$ cat config.mk
export PLATFORM = sky130hd
export DESIGN_NAME = keypad_timer_ctrl_flat
export DESIGN_NICKNAME = d
export VERILOG_FILES = /design/src/rtl/keypad_timer_ctrl_if.sv /design/src/rtl/keypad_timer_ctrl.sv /design/src/flat_wrapper.sv
export SDC_FILE = /design/constraint.sdc
export NUM_CORES = 1
export LEC_CHECK = 0
export BUFFER_PORTS_ARGS = -buffer_cell sky130_fd_sc_hd__buf_2
export CORE_ASPECT_RATIO = 0.75
export CORE_MARGIN = 1.5
export CORE_UTILIZATION = 63
export DETAILED_ROUTE_END_ITERATION = 12
export PLACE_DENSITY = 0.82
export SYNTH_ARGS = -nofsm -noshare
export SYNTH_HDL_FRONTEND = slang
export SYNTH_SLANG_ARGS = --single-unit
$ cat constraint.sdc
create_clock -name clk -period 4.6 [get_ports clk]
set_input_delay 0.46 -clock clk [delete_from_list [all_inputs] [get_ports clk]]
set_output_delay 0.46 -clock clk [all_outputs]
set_load 0.02 [all_outputs]
$ cat src/rtl/keypad_timer_ctrl_if.sv
// Keypad timer bus: raw board inputs in, BCD time and status out.
interface keypad_timer_ctrl_if;
  logic [9:0]  key;
  logic        clr;
  logic        entry;
  logic        start;
  logic        pause;
  logic        mode;
  logic [23:0] time_bcd;
  logic [2:0]  digit_cnt;
  logic [2:0]  state;
  logic        tick;
  logic        done;
  logic        alarm;

  modport master (
    output key, clr, entry, start, pause, mode,
    input  time_bcd, digit_cnt, state, tick, done, alarm
  );

  modport slave (
    input  key, clr, entry, start, pause, mode,
    output time_bcd, digit_cnt, state, tick, done, alarm
  );
endinterface

$ cat src/rtl/keypad_timer_ctrl.sv
// HH:MM:SS keypad-entered timer: count-down alarm or count-up stopwatch with
// pause/resume, clear, debounced digit entry and a timed alarm output.
module keypad_timer_ctrl #(
  parameter int unsigned CLK_HZ     = 50_000_000,
  parameter int unsigned KEY_SCAN   = 1_000_000,
  parameter int unsigned ALARM_SECS = 10
) (
  input logic                clk,
  input logic                reset,
  keypad_timer_ctrl_if.slave bus
);
  typedef enum logic [2:0] {
    S_IDLE  = 3'd0,
    S_ENTRY = 3'd1,
    S_RUN   = 3'd2,
    S_PAUSE = 3'd3,
    S_DONE  = 3'd4
  } state_t;

  localparam int unsigned PW = $clog2(CLK_HZ);
  localparam int unsigned SW = $clog2(KEY_SCAN);
  localparam int unsigned AW = (ALARM_SECS > 1) ? $clog2(ALARM_SECS) : 1;
  localparam logic [PW-1:0] PRESC_MAX  = PW'(CLK_HZ - 1);
  localparam logic [SW-1:0] SCAN_MAX   = SW'(KEY_SCAN - 1);
  localparam logic [AW-1:0] ALARM_LAST = AW'((ALARM_SECS == 0) ? 0 : ALARM_SECS - 1);

  state_t        r_state, w_state_nxt;
  logic [9:0]    r_key_s1, r_key_s2, r_key_prev;
  logic [4:0]    r_btn_s1, r_btn_s2;   // {mode, pause, start, entry, clr}
  logic [2:0]    r_edge_q;             // {pause, start, clr} delayed
  logic [SW-1:0] r_scan;
  logic [PW-1:0] r_presc;
  logic [AW-1:0] r_alarm_cnt;
  logic [23:0]   r_preset, r_cnt;
  logic [2:0]    r_digit_cnt;
  logic          r_mode, r_tick, r_done, r_alarm;

  logic          w_clr_rise, w_start_rise, w_pause_rise, w_entry, w_mode;
  logic          w_scan_hit, w_key_new, w_digit_ok, w_presc_wrap;
  logic [3:0]    w_digit;
  logic [23:0]   w_cnt_step, w_target;
  logic          w_load, w_load_idle, w_expire, w_enter;

  function automatic logic [23:0] f_bcd_dec(input logic [23:0] t);
    logic [3:0] h1, h0, m1, m0, s1, s0;
    logic       b;
    {h1, h0, m1, m0, s1, s0} = t;
    b  = (s0 == 4'd0); s0 = b ? 4'd9 : s0 - 4'd1;
    if (b) begin b = (s1 == 4'd0); s1 = b ? 4'd5 : s1 - 4'd1; end
    if (b) begin b = (m0 == 4'd0); m0 = b ? 4'd9 : m0 - 4'd1; end
    if (b) begin b = (m1 == 4'd0); m1 = b ? 4'd5 : m1 - 4'd1; end
    if (b) begin b = (h0 == 4'd0); h0 = b ? 4'd9 : h0 - 4'd1; end
    if (b) h1 = (h1 == 4'd0) ? 4'd9 : h1 - 4'd1;
    return {h1, h0, m1, m0, s1, s0};
  endfunction

  function automatic logic [23:0] f_bcd_inc(input logic [23:0] t);
    logic [3:0] h1, h0, m1, m0, s1, s0;
    logic       c;
    {h1, h0, m1, m0, s1, s0} = t;
    c  = (s0 == 4'd9); s0 = c ? 4'd0 : s0 + 4'd1;
    if (c) begin c = (s1 == 4'd5); s1 = c ? 4'd0 : s1 + 4'd1; end
    if (c) begin c = (m0 == 4'd9); m0 = c ? 4'd0 : m0 + 4'd1; end
    if (c) begin c = (m1 == 4'd5); m1 = c ? 4'd0 : m1 + 4'd1; end
    if (c) begin c = (h0 == 4'd9); h0 = c ? 4'd0 : h0 + 4'd1; end
    if (c) h1 = (h1 == 4'd9) ? 4'd0 : h1 + 4'd1;
    return {h1, h0, m1, m0, s1, s0};
  endfunction

  assign w_clr_rise   = r_btn_s2[0] & ~r_edge_q[0];
  assign w_entry      = r_btn_s2[1];
  assign w_start_rise = r_btn_s2[2] & ~r_edge_q[1];
  assign w_pause_rise = r_btn_s2[3] & ~r_edge_q[2];
  assign w_mode       = r_btn_s2[4];

  assign w_scan_hit   = (r_scan == SCAN_MAX);
  assign w_key_new    = w_scan_hit && $onehot(r_key_s2) && (r_key_prev == '0);
  assign w_digit_ok   = w_key_new && (r_digit_cnt < 3'd6) &&
                        !(((r_digit_cnt == 3'd2) || (r_digit_cnt == 3'd4)) && (w_digit > 4'd5));
  assign w_presc_wrap = (r_presc == PRESC_MAX);
  assign w_cnt_step   = r_mode ? f_bcd_inc(r_cnt) : f_bcd_dec(r_cnt);
  assign w_target     = r_mode ? r_preset : '0;

  always_comb begin
    w_digit = '0;
    for (int unsigned i = 0; i < 10; i++)
      if (r_key_s2[i]) w_digit = 4'(i);
  end

  always_ff @(posedge clk or negedge reset) begin
    if (!reset) begin
      r_key_s1   <= '0;
      r_key_s2   <= '0;
      r_btn_s1   <= '0;
      r_btn_s2   <= '0;
      r_edge_q   <= '0;
      r_scan     <= '0;
      r_key_prev <= '0;
    end else begin
      r_key_s1   <= bus.key;
      r_key_s2   <= r_key_s1;
      r_btn_s1   <= {bus.mode, bus.pause, bus.start, bus.entry, bus.clr};
      r_btn_s2   <= r_btn_s1;
      r_edge_q   <= {r_btn_s2[3], r_btn_s2[2], r_btn_s2[0]};
      r_scan     <= w_scan_hit ? '0 : r_scan + SW'(1);
      if (w_scan_hit) r_key_prev <= r_key_s2;
    end
  end

  always_ff @(posedge clk or negedge reset) begin
    if (!reset) r_state <= S_IDLE;
    else        r_state <= w_state_nxt;
  end

  // Expiry is judged on the stepped count so DONE lands on the same tick;
  // the unstepped compare covers a zero preset, which never ticks.
  always_comb begin
    w_state_nxt = r_state;
    w_load      = 1'b0;
    w_load_idle = 1'b0;
    w_expire    = 1'b0;
    w_enter     = 1'b0;
    case (r_state)
      S_IDLE:
        if (w_entry) begin
          w_state_nxt = S_ENTRY;
          w_enter     = 1'b1;
        end else if (w_start_rise) begin
          w_state_nxt = S_RUN;
          w_load      = 1'b1;
          w_load_idle = 1'b1;
        end
      S_ENTRY:
        if (!w_entry) w_state_nxt = S_IDLE;
      S_RUN:
        if ((r_cnt == w_target) || (w_presc_wrap && (w_cnt_step == w_target))) begin
          w_state_nxt = S_DONE;
          w_expire    = 1'b1;
        end else if (w_pause_rise) begin
          w_state_nxt = S_PAUSE;
        end
      S_PAUSE:
        if (w_start_rise) w_state_nxt = S_RUN;
      S_DONE:
        if (w_start_rise) begin
          w_state_nxt = S_RUN;
          w_load      = 1'b1;
        end
      default: w_state_nxt = S_IDLE;
    endcase
    if (w_clr_rise) begin
      w_state_nxt = S_IDLE;
      w_load      = 1'b0;
      w_load_idle = 1'b0;
      w_expire    = 1'b0;
      w_enter     = 1'b0;
    end
  end

  always_ff @(posedge clk or negedge reset) begin
    if (!reset) begin
      r_preset    <= '0;
      r_cnt       <= '0;
      r_digit_cnt <= '0;
      r_presc     <= '0;
      r_mode      <= 1'b0;
      r_tick      <= 1'b0;
      r_done      <= 1'b0;
      r_alarm     <= 1'b0;
      r_alarm_cnt <= '0;
    end else if (w_clr_rise) begin
      r_preset    <= '0;
      r_cnt       <= '0;
      r_digit_cnt <= '0;
      r_presc     <= '0;
      r_tick      <= 1'b0;
      r_done      <= 1'b0;
      r_alarm     <= 1'b0;
      r_alarm_cnt <= '0;
    end else begin
      r_tick <= (r_state == S_RUN) && w_presc_wrap;
      r_done <= w_expire;
      if (w_enter) begin
        r_preset    <= '0;
        r_digit_cnt <= '0;
      end else if ((r_state == S_ENTRY) && w_digit_ok) begin
        case (r_digit_cnt)
          3'd0:    r_preset[23:20] <= w_digit;
          3'd1:    r_preset[19:16] <= w_digit;
          3'd2:    r_preset[15:12] <= w_digit;
          3'd3:    r_preset[11:8]  <= w_digit;
          3'd4:    r_preset[7:4]   <= w_digit;
          default: r_preset[3:0]   <= w_digit;
        endcase
        r_digit_cnt <= r_digit_cnt + 3'd1;
      end
      if (w_load_idle) r_mode <= w_mode;
      if (w_load) begin
        r_cnt   <= (w_load_idle ? w_mode : r_mode) ? '0 : r_preset;
        r_presc <= '0;
      end else begin
        if ((r_state == S_RUN) || (r_state == S_DONE))
          r_presc <= w_presc_wrap ? '0 : r_presc + PW'(1);
        else if ((r_state == S_IDLE) || (r_state == S_ENTRY))
          r_presc <= '0;
        if ((r_state == S_RUN) && w_presc_wrap) r_cnt <= w_cnt_step;
      end
      if (w_expire) begin
        r_alarm     <= 1'b1;
        r_alarm_cnt <= '0;
      end else if (r_state == S_DONE) begin
        if (w_load) begin
          r_alarm <= 1'b0;
        end else if (w_presc_wrap && r_alarm && (ALARM_SECS != 0)) begin
          if (r_alarm_cnt == ALARM_LAST) r_alarm <= 1'b0;
          else                           r_alarm_cnt <= r_alarm_cnt + AW'(1);
        end
      end
    end
  end

  assign bus.time_bcd  = ((r_state == S_IDLE) || (r_state == S_ENTRY)) ? r_preset : r_cnt;
  assign bus.digit_cnt = r_digit_cnt;
  assign bus.state     = r_state;
  assign bus.tick      = r_tick;
  assign bus.done      = r_done;
  assign bus.alarm     = r_alarm;
endmodule

$ cat src/flat_wrapper.sv
// flat-port wrapper written by rule: the top's interface ports become plain ports
module keypad_timer_ctrl_flat 
#(
  parameter int unsigned CLK_HZ     = 50_000_000,
  parameter int unsigned KEY_SCAN   = 1_000_000,
  parameter int unsigned ALARM_SECS = 10
)
  (clk, reset, bus_key, bus_clr, bus_entry, bus_start, bus_pause, bus_mode, bus_time_bcd, bus_digit_cnt, bus_state, bus_tick, bus_done, bus_alarm);
  keypad_timer_ctrl_if bus_i ();
  input logic clk;
  input logic reset;
  input wire logic [$bits(bus_i.key)-1:0] bus_key;
  input wire logic [$bits(bus_i.clr)-1:0] bus_clr;
  input wire logic [$bits(bus_i.entry)-1:0] bus_entry;
  input wire logic [$bits(bus_i.start)-1:0] bus_start;
  input wire logic [$bits(bus_i.pause)-1:0] bus_pause;
  input wire logic [$bits(bus_i.mode)-1:0] bus_mode;
  output wire logic [$bits(bus_i.time_bcd)-1:0] bus_time_bcd;
  output wire logic [$bits(bus_i.digit_cnt)-1:0] bus_digit_cnt;
  output wire logic [$bits(bus_i.state)-1:0] bus_state;
  output wire logic [$bits(bus_i.tick)-1:0] bus_tick;
  output wire logic [$bits(bus_i.done)-1:0] bus_done;
  output wire logic [$bits(bus_i.alarm)-1:0] bus_alarm;
  assign bus_i.key = bus_key;
  assign bus_i.clr = bus_clr;
  assign bus_i.entry = bus_entry;
  assign bus_i.start = bus_start;
  assign bus_i.pause = bus_pause;
  assign bus_i.mode = bus_mode;
  assign bus_time_bcd = bus_i.time_bcd;
  assign bus_digit_cnt = bus_i.digit_cnt;
  assign bus_state = bus_i.state;
  assign bus_tick = bus_i.tick;
  assign bus_done = bus_i.done;
  assign bus_alarm = bus_i.alarm;
  keypad_timer_ctrl #(.CLK_HZ(CLK_HZ), .KEY_SCAN(KEY_SCAN), .ALARM_SECS(ALARM_SECS)) u_core (.clk(clk), .reset(reset), .bus(bus_i));
endmodule
==> key figures, run 1 <==
Power and ir drop
  • Internal power: 2.80 mW
  • Combinational power share: 34.9%
  • Total chip power: 4.68 mW
  • Peak VDD IR: 282 uV
  • Pwr Density: ~430 nW/um^2
  • P_leak: 4.74 nW
  • Clk pwr share: ~30%
  • Seq pwr share: a little over a third
  • Switch share: approximately two fifths
  • Sw Pwr: roughly 1.9 mW

Timing
  • Setup TNS: 0 ps
  • Final Critical Period: 4370 ps
  • Final Skew: 12.3 ps
  • RSZ-0062 raised after global routing: no
  • Worst Slack Setup Final: 233 ps
  • Worst relative slew slack: 34.6%
  • Max Clock Freq: around 0.23 GHz
  • Fin crit share: 94.9%
  • Max Slew Vio Count: 0
  • Worst-margin pin slew: 971 ps
  • Final setup viols: 0
  • Final hold violations: 0

Drt
  • Metal3 WL: 3.67 mm
  • DRT iter0 DRCs: 1455
  • First-pass iteration count of the detailed router: 6
  • Drt drc: 0
  • Total number of vias: roughly 9300
  • Met1 WL: between 10 and 15 mm
  • Met2 wire len: 12.1 mm
  • DR top layer: met5
  • Vias per inst: 6.71
  • Routed WL: 28.9 mm
  • Routed len/inst: 20.8 um
  • Routed Antenna Nets: 0

Floorplanning
  • Starting density of the core: approximately two thirds
  • Core area: between 15000 and 20000 sq um
  • I/O pin cnt: 50
  • Die Y: about 110 um
  • DIE WIDTH: 148 um
  • Die area: 16600 sq um
  • Row count: 39

Critical path
  • Critical Path Source Type: register
  • Crit-path leading delay family: adder cells
  • CP Data Required Time: approximately 5000 ps
  • CP max-delay cell: fa_1
  • Reg-to-reg slack, setup: between 200 and 250 ps
  • CP peak stage delay: approximately 500 ps
  • CP Max Fanout: 10
  • Crit path DAT: 4650 ps
  • CP bufs+invs: 5
  • CP Cell Sequence: inv_1 -> ha_1 -> inv_1 -> fa_1 -> fa_1 -> inv_1 -> fa_1 -> inv_1 -> fa_1 -> nand2_1 -> nor3_1 -> nand3_1 -> a21oi_1 -> o2111ai_1 -> nor2_2 -> buf_6 -> nand3_2 -> mux2i_1 -> nor2_1
  • Critical path class: register to register
  • CP Capture Type: register

Final layout
  • Share of layout cells above drive strength 1: between 10% and 20%
  • Area growth syn-to-layout: 9.10%
  • N_diodes: 0
  • Final #Nets: 1232
  • Fillers: 1184

Logic synthesis
  • Syn avg cell area: 8.52 sq um
  • Post-synth EDFFs: 0
  • Syn. warnings: 0
  • Dominant cell type by area after synthesis: dfrtp_1
  • Syn Inst Count: 1172
  • Synthesized flop and latch total: 151
  • Top-area cell type share of the netlist area: 37.8%
  • Most used flip-flop cell after synthesis: dfrtp_1
  • Synth top area cells: dfrtp_1 (38%), o21ai_0 (5.2%), ha_1 (4.6%), nand2_1 (4.5%), nor2_1 (4.1%)
  • Post-synthesis adder-cell area fraction: 5.84%
  • Post-synthesis mux area share: under 10%
  • Seq/Total Area, Yosys: approximately 38%
  • Synth cell types: a little over 80
  • Post-synthesis compound-gate area fraction: 19.6%
  • Xor/xnor share of the synthesized area: 3.33%
  • Asr flop ratio synth: 100%
  • Most frequent cell after synthesis: dfrtp_1
  • Commonest cells in the netlist: dfrtp_1 (151), nand2_1 (120), nor2_1 (109), o21ai_0 (104), a21oi_1 (70)
  • Largest family of logic cells by synthesized area: simple AND/OR/NAND/NOR gates
  • Synthesized cell area: 9990 sq um
  • Simple-Gate Fraction of Synth Area: 23.3%
  • Synthesized Nets: 1232

CTS
  • Clk pin slew, worst setup/hold paths: 60 ps
  • H-tree Lvls: 4
  • Root Buffer: clkbuf_16
  • Clock buffer depth: 2
  • Clock Latency Late Sink: 430 ps
  • # Post-CTS Setup Buffers: 0
  • CTS tree: yes
  • Clock sinks: 151
  • CTS Buf Count: 17

Worst hold path
  • Hold Crit Class: input pin to asynchronous set/reset pin

Global route
  • Pin count of the biggest net entering global routing: 75
  • Vias in the first global route: 8395
  • Total GRT Usage: a little over a third
  • First-pass GRT wire length: 45.9 mm
  • Gr ovfl total: 0
  • Initial antenna violation count: 2

Placement
  • Port bufs: 49
  • Setup WS pre-CTS: 388 ps
  • Gp weighted congestion: 1.01
  • Post-DP HPWL: 19.8 mm

Job
  • Max-Cap Viols: 0

Status
  • Status: completed
## per-stage QoR
| step | cells | hold WS, ps | util (%) | area [sq um] |
|---|---|---|---|---|
| floorplan | 1172 | 164 | - | 9990 |
| global placement | 1358 | 334 | 66.9 | 10300 |
| detailed placement | 1358 | 335 | 66.9 | 10300 |
| CTS | 1390 | 62.8 | 70.7 | 10900 |
| global route | 1390 | 77.9 | 70.9 | 10900 |
| finish | 1390 | 31.4 | 70.9 | 10900 |
## worst reg2reg max path: stages, from the launching register on
cell and delay (ps):
dfrtp_1 430, inv_1 80, ha_1 310, inv_1 70
fa_1 460, fa_1 500, inv_1 100, fa_1 210
inv_1 60, fa_1 490, nand2_1 70, nor3_1 220
nand3_1 120, a21oi_1 160, o2111ai_1 160, nor2_2 170
buf_6 190, nand3_2 160, mux2i_1 220, nor2_1 60
## logic make-up (layout without fill, tap and decap cells)
group	after synthesis	count (layout)
AND/OR/NAND/NOR	455	455
AO/OA/AOI/OAI	307	307
flip-flops	151	151
buffers and inverters	132	145
multiplexers	46	46
adder cells (fa/ha/maj)	43	43
XOR/XNOR	38	38
## power groups by stage
stage / combinational (mW) / sequential (mW) / clock, mW
after global routing: 1.76 / 1.68 / 1.45
after CTS: 1.58 / 1.65 / 1.39
after detailed placement: 1.55 / 1.67 / 0
after floorplan: 1.28 / 1.50 / 0
final: 1.64 / 1.66 / 1.39
after global placement: 1.53 / 1.66 / 0
## registers in the layout, summed over array words and instances, names as in the netlist, 3 cells and up
register and count:
u_core.r_key_s2 10, u_core.bus.digit_cnt 3, u_core.r_presc 26, u_core.r_alarm_cnt 4, u_core.r_preset 24, u_core.bus.state 3, u_core.r_btn_s1 5, u_core.r_scan 20
u_core.r_edge_q 3, u_core.r_cnt 24, u_core.r_btn_s2 5, u_core.r_key_s1 10, u_core.r_key_prev 10
## placed cells by master, fill, tap and decap left out, types with 20 or more instances in the layout
cell	n
ha_1	37
dfrtp_1	150
nor3_1	32
o31ai_1	23
a21oi_1	70
nand3_1	53
nand2_1	120
nor2_1	107
o21ai_0	104
inv_1	45
nand4_1	20
mux2_2	22
buf_2	48
mux2i_1	24
xnor2_1	24
## layout make-up
type | count | area (sq um) | area share (%)
inverters | 47 | 176 | 1.62
clock buffers | 22 | 454 | 4.17
repair buffers | 66 | 383 | 3.51
multi-input cells | 889 | 5730 | 52.6
flip-flops and latches | 151 | 3780 | 34.7
well taps | 205 | 256 | 2.35
clock inverters | 10 | 119 | 1.09
## metal layers
layer / vias up / track usage (%)
met5: - / 0
met4: 2 / 11.3
met3: 87 / 11.8
met2: 592 / 49.8
met1: 4438 / 52.6
li1: 4212 / -
## path summary, 6_finish.rpt
kind                                    start             endpoint  cells after the start
setup / recovery           u_core.r_key_s2[4]  u_core.r_preset[13]                     19
hold / removal                          reset   u_core.r_key_s1[0]                      1
setup reg to reg           u_core.r_key_s2[4]  u_core.r_preset[13]                     19
hold reg to reg            u_core.r_key_s1[2]   u_core.r_key_s2[2]                      0
max in group asynchronous               reset   u_core.r_edge_q[0]                      2
min in group clk                   bus_key[6]   u_core.r_key_s1[6]                      1
## what timing repair did
action | CTS | global route
endpoints found under the setup margin | 0 | 22
hold buffers | 0 | 0
gates resized for setup | 0 | 7
(Power assumes the default switching activity.)
==> run 2, diff against run 1 <==
- CORE_ASPECT_RATIO: 0.75 -> 0.8
- CTS_CLUSTER_SIZE: unset -> 8
==> run 2 against run 1 <==
  * Global-route usage is 0.86 points higher
  * Register-to-register slack better by 30 ps
  * Largest cell class unchanged
  * Core utilization rose by 0.70 points
  * Fmax grew 0.69%
  * Routed wire length up 0.82%
  * Critical path depth stayed put
  * Sequential power about the same
  * Worst hold slack improved by 17 ps
  * Via count grew 0.60%
==> key figures, run 2 (synthesis gave the netlist of run 1 again) <==
Drt
  • DRT iter0 DRCs: 1389 (was 1455)
  • Routed len/inst: 20.9 um (was 20.8 um)
  • Routed WL: 29.2 mm (was 28.9 mm)
  • First-pass iteration count of the detailed router: 6 (unchanged)
  • Total number of vias: 9387 (was 9331)
  • Drt drc: 0 (unchanged)
  • Routed Antenna Nets: 0 (unchanged)
  • Vias per inst: 6.73 (was 6.71)

Floorplanning
  • Starting density of the core: 65.4% (was 65.0%)
  • Die Y: 116 um (was 112 um)
  • Core area: 15300 sq um (was 15400 sq um)
  • Die area: 16600 sq um (about the same)
  • Row count: 40 (was 39)
  • DIE WIDTH: 144 um (was 148 um)
  • I/O pin cnt: 50 (unchanged)

Critical path
  • CP Data Required Time: 4900 ps (was 4890 ps)
  • Crit-path leading delay family: adder cells (unchanged)
  • Crit path DAT: 4640 ps (was 4650 ps)
  • CP bufs+invs: 5 (unchanged)
  • CP Max Fanout: 10 (unchanged)
  • CP max-delay cell: fa_1 (unchanged)
  • CP Capture Type: register (unchanged)
  • Reg2Reg Depth: 19 (unchanged)
  • Reg2reg start: u_core.r_key_s2[2] (was u_core.r_key_s2[4])
  • Critical path class: register to register (unchanged)
  • Critical Path Source Type: register (unchanged)
  • CP peak stage delay: 540 ps (was 500 ps)
  • Reg-to-reg slack, setup: 260 ps (was 230 ps)
  • CP Cell Sequence: inv_1 -> ha_1 -> inv_1 -> fa_1 -> fa_1 -> inv_1 -> fa_1 -> inv_1 -> fa_1 -> nand2_1 -> nor3_1 -> nand3_1 -> a21oi_1 -> o2111ai_1 -> nor2_1 -> buf_4 -> nand3_1 -> nand3_1 -> o21ai_0 (was inv_1 -> ha_1 -> inv_1 -> fa_1 -> fa_1 -> inv_1 -> fa_1 -> inv_1 -> fa_1 -> nand2_1 -> nor3_1 -> nand3_1 -> a21oi_1 -> o2111ai_1 -> nor2_2 -> buf_6 -> nand3_2 -> mux2i_1 -> nor2_1)
  • Reg2reg end: u_core.r_preset[18] (was u_core.r_preset[13])

Global route
  • First-pass GRT wire length: 46.3 mm (was 45.9 mm)
  • Vias in the first global route: 8630 (was 8395)
  • Gr ovfl total: 0 (unchanged)
  • Initial antenna violation count: 1 (was 2)
  • Total GRT Usage: 36.6% (was 35.7%)
  • Pin count of the biggest net entering global routing: 88 (was 75)

Final layout
  • Commonest non-fill, non-tap cell in the layout: dfrtp_1 (unchanged)
  • Most frequent cells in the layout: dfrtp_1 (150), nand2_1 (120), nor2_1 (108), o21ai_0 (104), a21oi_1 (70) (was dfrtp_1 (150), nand2_1 (120), nor2_1 (107), o21ai_0 (104), a21oi_1 (70))
  • Max reg flops: 26 (unchanged)
  • Final #Nets: 1231 (was 1232)
  • Area growth syn-to-layout: 9.41% (was 9.10%)
  • Regs by FF count: u_core.r_presc x26, u_core.r_cnt x24, u_core.r_preset x24 (unchanged)
  • Largest Register: u_core.r_presc (unchanged)
  • Share of layout cells above drive strength 1: 12.2% (was 12.5%)
  • N_diodes: 0 (unchanged)

Job
  • Max-Cap Viols: 0 (unchanged)

Timing
  • Final Critical Period: 4340 ps (was 4370 ps)
  • Final hold violations: 0 (unchanged)
  • Max Clock Freq: 0.231 GHz (was 0.229 GHz)
  • Final Skew: 8.66 ps (was 12.3 ps)
  • RSZ-0062 raised after global routing: no (unchanged)
  • Max Slew Vio Count: 0 (unchanged)
  • Final setup viols: 0 (unchanged)
  • Worst-margin pin slew: 1160 ps (was 971 ps)
  • Worst relative slew slack: 22.3% (was 34.6%)
  • Worst hold slack: 48.7 ps (was 31.4 ps)
  • Setup TNS: 0 ps (unchanged)
  • Fin crit share: 94.3% (was 94.9%)

Power and ir drop
  • Pwr Density: 440 nW/um^2 (was 430 nW/um^2)
  • Peak VDD IR: 455 uV (was 282 uV)
  • P_leak: 4.74 nW (about the same)

Placement
  • Post-DP HPWL: 19.8 mm (about the same)
  • Gp weighted congestion: 1.01 (about the same)
  • Port bufs: 49 (unchanged)

CTS
  • Clock sinks: 151 (unchanged)
  • CTS Buf Count: 17 (unchanged)
  • H-tree Lvls: 4 (unchanged)
  • Clk pin slew, worst setup/hold paths: 60 ps (about the same)
  • Root Buffer: clkbuf_16 (unchanged)
  • Clock Latency Late Sink: 430 ps (about the same)
  • Clock buffer depth: 2 (unchanged)
  • CTS tree: yes (unchanged)

Status
  • Status: completed (unchanged)

Worst hold path
  • Hold Crit Class: input pin to asynchronous set/reset pin (unchanged)
[run 2: worst max path at each step]
stage	startpoint	slack (ps)	depth (start not counted)	to
floorplan	u_core.r_key_s2[1]	490	17	u_core.r_preset[1]
global placement	u_core.r_key_s2[1]	660	18	u_core.r_preset[1]
detailed placement	u_core.r_key_s2[2]	470	19	u_core.r_preset[1]
CTS	u_core.r_key_s2[2]	240	19	u_core.r_preset[1]
global route	u_core.r_key_s2[3]	20	19	u_core.r_preset[17]
finish	u_core.r_key_s2[2]	260	19	u_core.r_preset[18]
[run 2: report_power, final]
part	switching (mW)	leakage, nW	total, mW	internal (mW)
combinational	1.05	2.48	1.63	0.576
sequential	0.267	1.97	1.67	1.40
clock	0.596	0.291	1.51	0.915
[run 2: cell type report]
| type | count | area [sq um] |
|---|---|---|
| Timing Repair Buffer | 65 | 372 |
| Tap cell | 210 | 263 |
| Inverter | 47 | 176 |
| Clock buffer | 19 | 433 |
| Multi-Input combinational cell | 889 | 5710 |
| Clock inverter | 13 | 194 |
| Fill cell | 1180 | 4340 |
| Sequential cell | 151 | 3780 |
[run 2: routing by layer]
metal	vias up	wire length, um	track usage [%]
li1	4226	-	-
met1	4447	12200	51.6
met2	608	12500	53.8
met3	104	3540	11.3
met4	2	920	12.4
met5	-	12	0
[run 2: timing repair]
action                     in CTS  in global routing
hold endpoints to repair        0                  0
setup endpoints to repair       0                  5
resized for setup               0                  2
setup buffers                   0                  0
hold buffers                    0                  0
[run 2: through the flow]
stage	cells	power, mW	utilization, %	setup WS (ps)	instance area [sq um]
6_report	1394	4.81	71.6	263	10900
5_1_grt	1394	5.01	71.6	23.7	10900
4_1_cts	1394	4.75	71.5	240	10900
3_5_place_dp	1362	3.22	67.4	470	10300
3_3_place_gp	1362	3.19	67.4	660	10300
2_1_floorplan	1172	2.77	-	488	9990
[run 2: worst register-to-register path: cells and delay by family, from the launching register on]
family | cells | cell delay [ps]
buffers and inverters | 5 | 500
adders and majority gates | 5 | 1950
AOI/OAI and AO/OA | 3 | 440
DFF | 1 | 380
and+or+nand+nor | 6 | 940
==> run 3, diff against run 2 <==
- CORE_UTILIZATION: 63 -> 37
- GPL_TIMING_DRIVEN: unset -> 1
- PLACE_DENSITY: 0.82 -> unset
==> run 3 against run 2 <==
  * Sequential power is 2% lower
  * Cell count rose by 11%
  * Flip-flop and latch count did not move
  * Clock skew rose by 5.4 ps
  * Power down 3.0%
  * Count of clock-buffer cells in the layout down 1
  * Register-to-register slack gained 230 ps
  * First-iteration DRC count fell by 34%
  * Largest cell class unchanged
==> key figures, run 3 (synthesis gave the netlist of run 1 again) <==
Status
  • Status: completed (unchanged)

Critical path
  • Crit path DAT: 4390 ps (was 4640 ps)
  • Critical path class: register to register (unchanged)
  • Critical Path Source Type: register (unchanged)
  • CP Max Fanout: 10 (unchanged)
  • CP Capture Type: register (unchanged)
  • CP Data Required Time: 4880 ps (was 4900 ps)

Drt
  • Vias per inst: 5.78 (was 6.73)
  • Drt drc: 0 (unchanged)
  • First-pass iteration count of the detailed router: 5 (was 6)
  • Routed Antenna Nets: 0 (unchanged)
  • Total number of vias: 8936 (was 9387)
  • Routed WL: 29.9 mm (was 29.2 mm)
  • Routed len/inst: 19.3 um (was 20.9 um)
  • DRT iter0 DRCs: 923 (was 1389)

Floorplanning
  • Core area: 26400 sq um (was 15300 sq um)
  • Die area: 28000 sq um (was 16600 sq um)
  • Starting density of the core: 37.8% (was 65.4%)
  • Die Y: 150 um (was 116 um)
  • Row count: 53 (was 40)
  • DIE WIDTH: 187 um (was 144 um)
  • I/O pin cnt: 50 (unchanged)

CTS
  • Clock sinks: 151 (unchanged)
  • Clock Latency Late Sink: 440 ps (was 430 ps)
  • CTS Buf Count: 17 (unchanged)
  • # Post-CTS Setup Buffers: 0 (unchanged)
  • Clk pin slew, worst setup/hold paths: 70 ps (was 60 ps)
  • Cts repair resizes: 0 (unchanged)
  • Root Buffer: clkbuf_16 (unchanged)
  • H-tree Lvls: 4 (unchanged)
  • Clock buffer depth: 2 (unchanged)
  • CTS tree: yes (unchanged)
  • # hold bufs at CTS: 0 (unchanged)

Placement
  • Port bufs: 49 (unchanged)
  • Gp weighted congestion: 0.923 (was 1.01)
  • Placed insts: 1513 (was 1362)
  • Post-DP HPWL: 21.4 mm (was 19.8 mm)

Timing
  • Fin crit share: 89.4% (was 94.3%)
  • RSZ-0062 raised after global routing: no (unchanged)
  • Max Clock Freq: 0.243 GHz (was 0.231 GHz)
  • Worst relative slew slack: 28.0% (was 22.3%)
  • Setup TNS: 0 ps (unchanged)
  • Final Critical Period: 4110 ps (was 4340 ps)
  • Final setup viols: 0 (unchanged)
  • Final Skew: 14.0 ps (was 8.66 ps)
  • Final hold violations: 0 (unchanged)
  • Worst-margin pin slew: 1080 ps (was 1160 ps)
  • Max Slew Vio Count: 0 (unchanged)
  • Worst hold slack: 124 ps (was 48.7 ps)

Final layout
  • Multi-input gate area: 5700 sq um (was 5710 sq um)
  • Most frequent cells in the layout: dfrtp_1 (150), nand2_1 (120), nor2_1 (108), o21ai_0 (104), a21oi_1 (70) (unchanged)
  • Share of layout cells above drive strength 1: 12.5% (was 12.2%)
  • Commonest non-fill, non-tap cell in the layout: dfrtp_1 (unchanged)
  • N_diodes: 0 (unchanged)
  • Regs by FF count: u_core.r_presc x26, u_core.r_cnt x24, u_core.r_preset x24 (unchanged)
  • Final #Nets: 1235 (was 1231)
  • Largest Register: u_core.r_presc (unchanged)
  • Fillers: 2667 (was 1180)
  • Layout Cells excl Fill: 1545 (was 1394)
  • Max reg flops: 26 (unchanged)
  • Area growth syn-to-layout: 11.0% (was 9.41%)
  • Reg area: 3780 sq um (unchanged)

Global route
  • Gr ovfl total: 0 (unchanged)
  • Pin count of the biggest net entering global routing: 97 (was 88)
  • Initial antenna violation count: 0 (was 1)
  • Vias in the first global route: 8343 (was 8630)
  • Total GRT Usage: 22.1% (was 36.6%)
  • First-pass GRT wire length: 48.3 mm (was 46.3 mm)

Worst hold path
  • Hold Crit Class: input pin to register (was input pin to asynchronous set/reset pin)

Power and ir drop
  • Peak VDD IR: 337 uV (was 455 uV)
  • Pwr Density: 421 nW/um^2 (was 440 nW/um^2)
  • P_leak: 4.76 nW (was 4.74 nW)

Job
  • Max-Cap Viols: 0 (unchanged)
==> run 3: cell count changes in the layout (fill, tap and decap cells not counted), sizes merged <==
cell      change
inv           +6
buf           +4
bufinv        -4
clkinvlp      -4
clkinv        +3
clkbuf        -1
==> run 3: cell type report <==
| type | count | share of cell area (%) |
|---|---|---|
| multi-input combinational | 889 | 51.4 |
| inverter | 47 | 1.59 |
| timing repair buffer | 69 | 3.62 |
| clock buffer | 18 | 3.87 |
| tap | 357 | 4.03 |
| sequential | 151 | 34.1 |
| clock inverter | 14 | 1.38 |
==> run 3: report_power, final <==
part	internal [mW]	switching (mW)	total, mW	leakage (nW)
combinational	0.577	1.06	1.64	2.51
clock	0.727	0.667	1.39	0.285
sequential	1.40	0.229	1.63	1.97
total	2.71	1.96	4.67	4.76
==> run 3: routing by layer <==
metal | up-vias | wire (um) | global-route usage [%]
met1 | 4373 | 14900 | 33.3
met2 | 304 | 12300 | 31.3
met3 | 36 | 2240 | 5.04
met4 | 0 | 444 | 5.85
li1 | 4223 | - | -
met5 | - | 0 | 0
==> run 3: through the flow <==
stage	power (mW)	instance area (sq um)	utilization [%]	setup WS [ps]
final	4.67	11100	42.0	489
after global routing	4.94	11100	42.0	140
after CTS	4.67	11100	42.0	473
after detailed placement	3.26	10500	39.8	488
after global placement	3.25	10500	39.8	654
after floorplan	2.77	9990	-	488
==> run 3: worst max-delay path: stages (launching register included) <==
cell and delay [ps]:
dfrtp_1 420, inv_1 60, ha_1 290, inv_1 80, fa_1 440, fa_1 460
inv_1 80, fa_1 190, inv_1 60, fa_1 470, nand2_1 50, nor3_1 140
nand3_1 90, a21oi_1 150, o2111ai_1 120, nor2_1 110, buf_4 190, o221ai_1 290
nand3_1 170, o21ai_0 100
==> run 3: path summary, 6_finish.rpt <==
kind,from,slack (ps),cells past startpoint,endpoint
min,bus_mode,120,1,u_core.r_btn_s1[4]
max,u_core.r_key_s2[4],490,19,u_core.r_preset[0]
min reg2reg,u_core.r_key_s1[5],350,0,u_core.r_key_s2[5]
min in group asynchronous,reset,140,1,u_core.r_scan[5]
max in group asynchronous,reset,3500,2,u_core.r_presc[10]
max reg2reg,u_core.r_key_s2[4],490,19,u_core.r_preset[0]
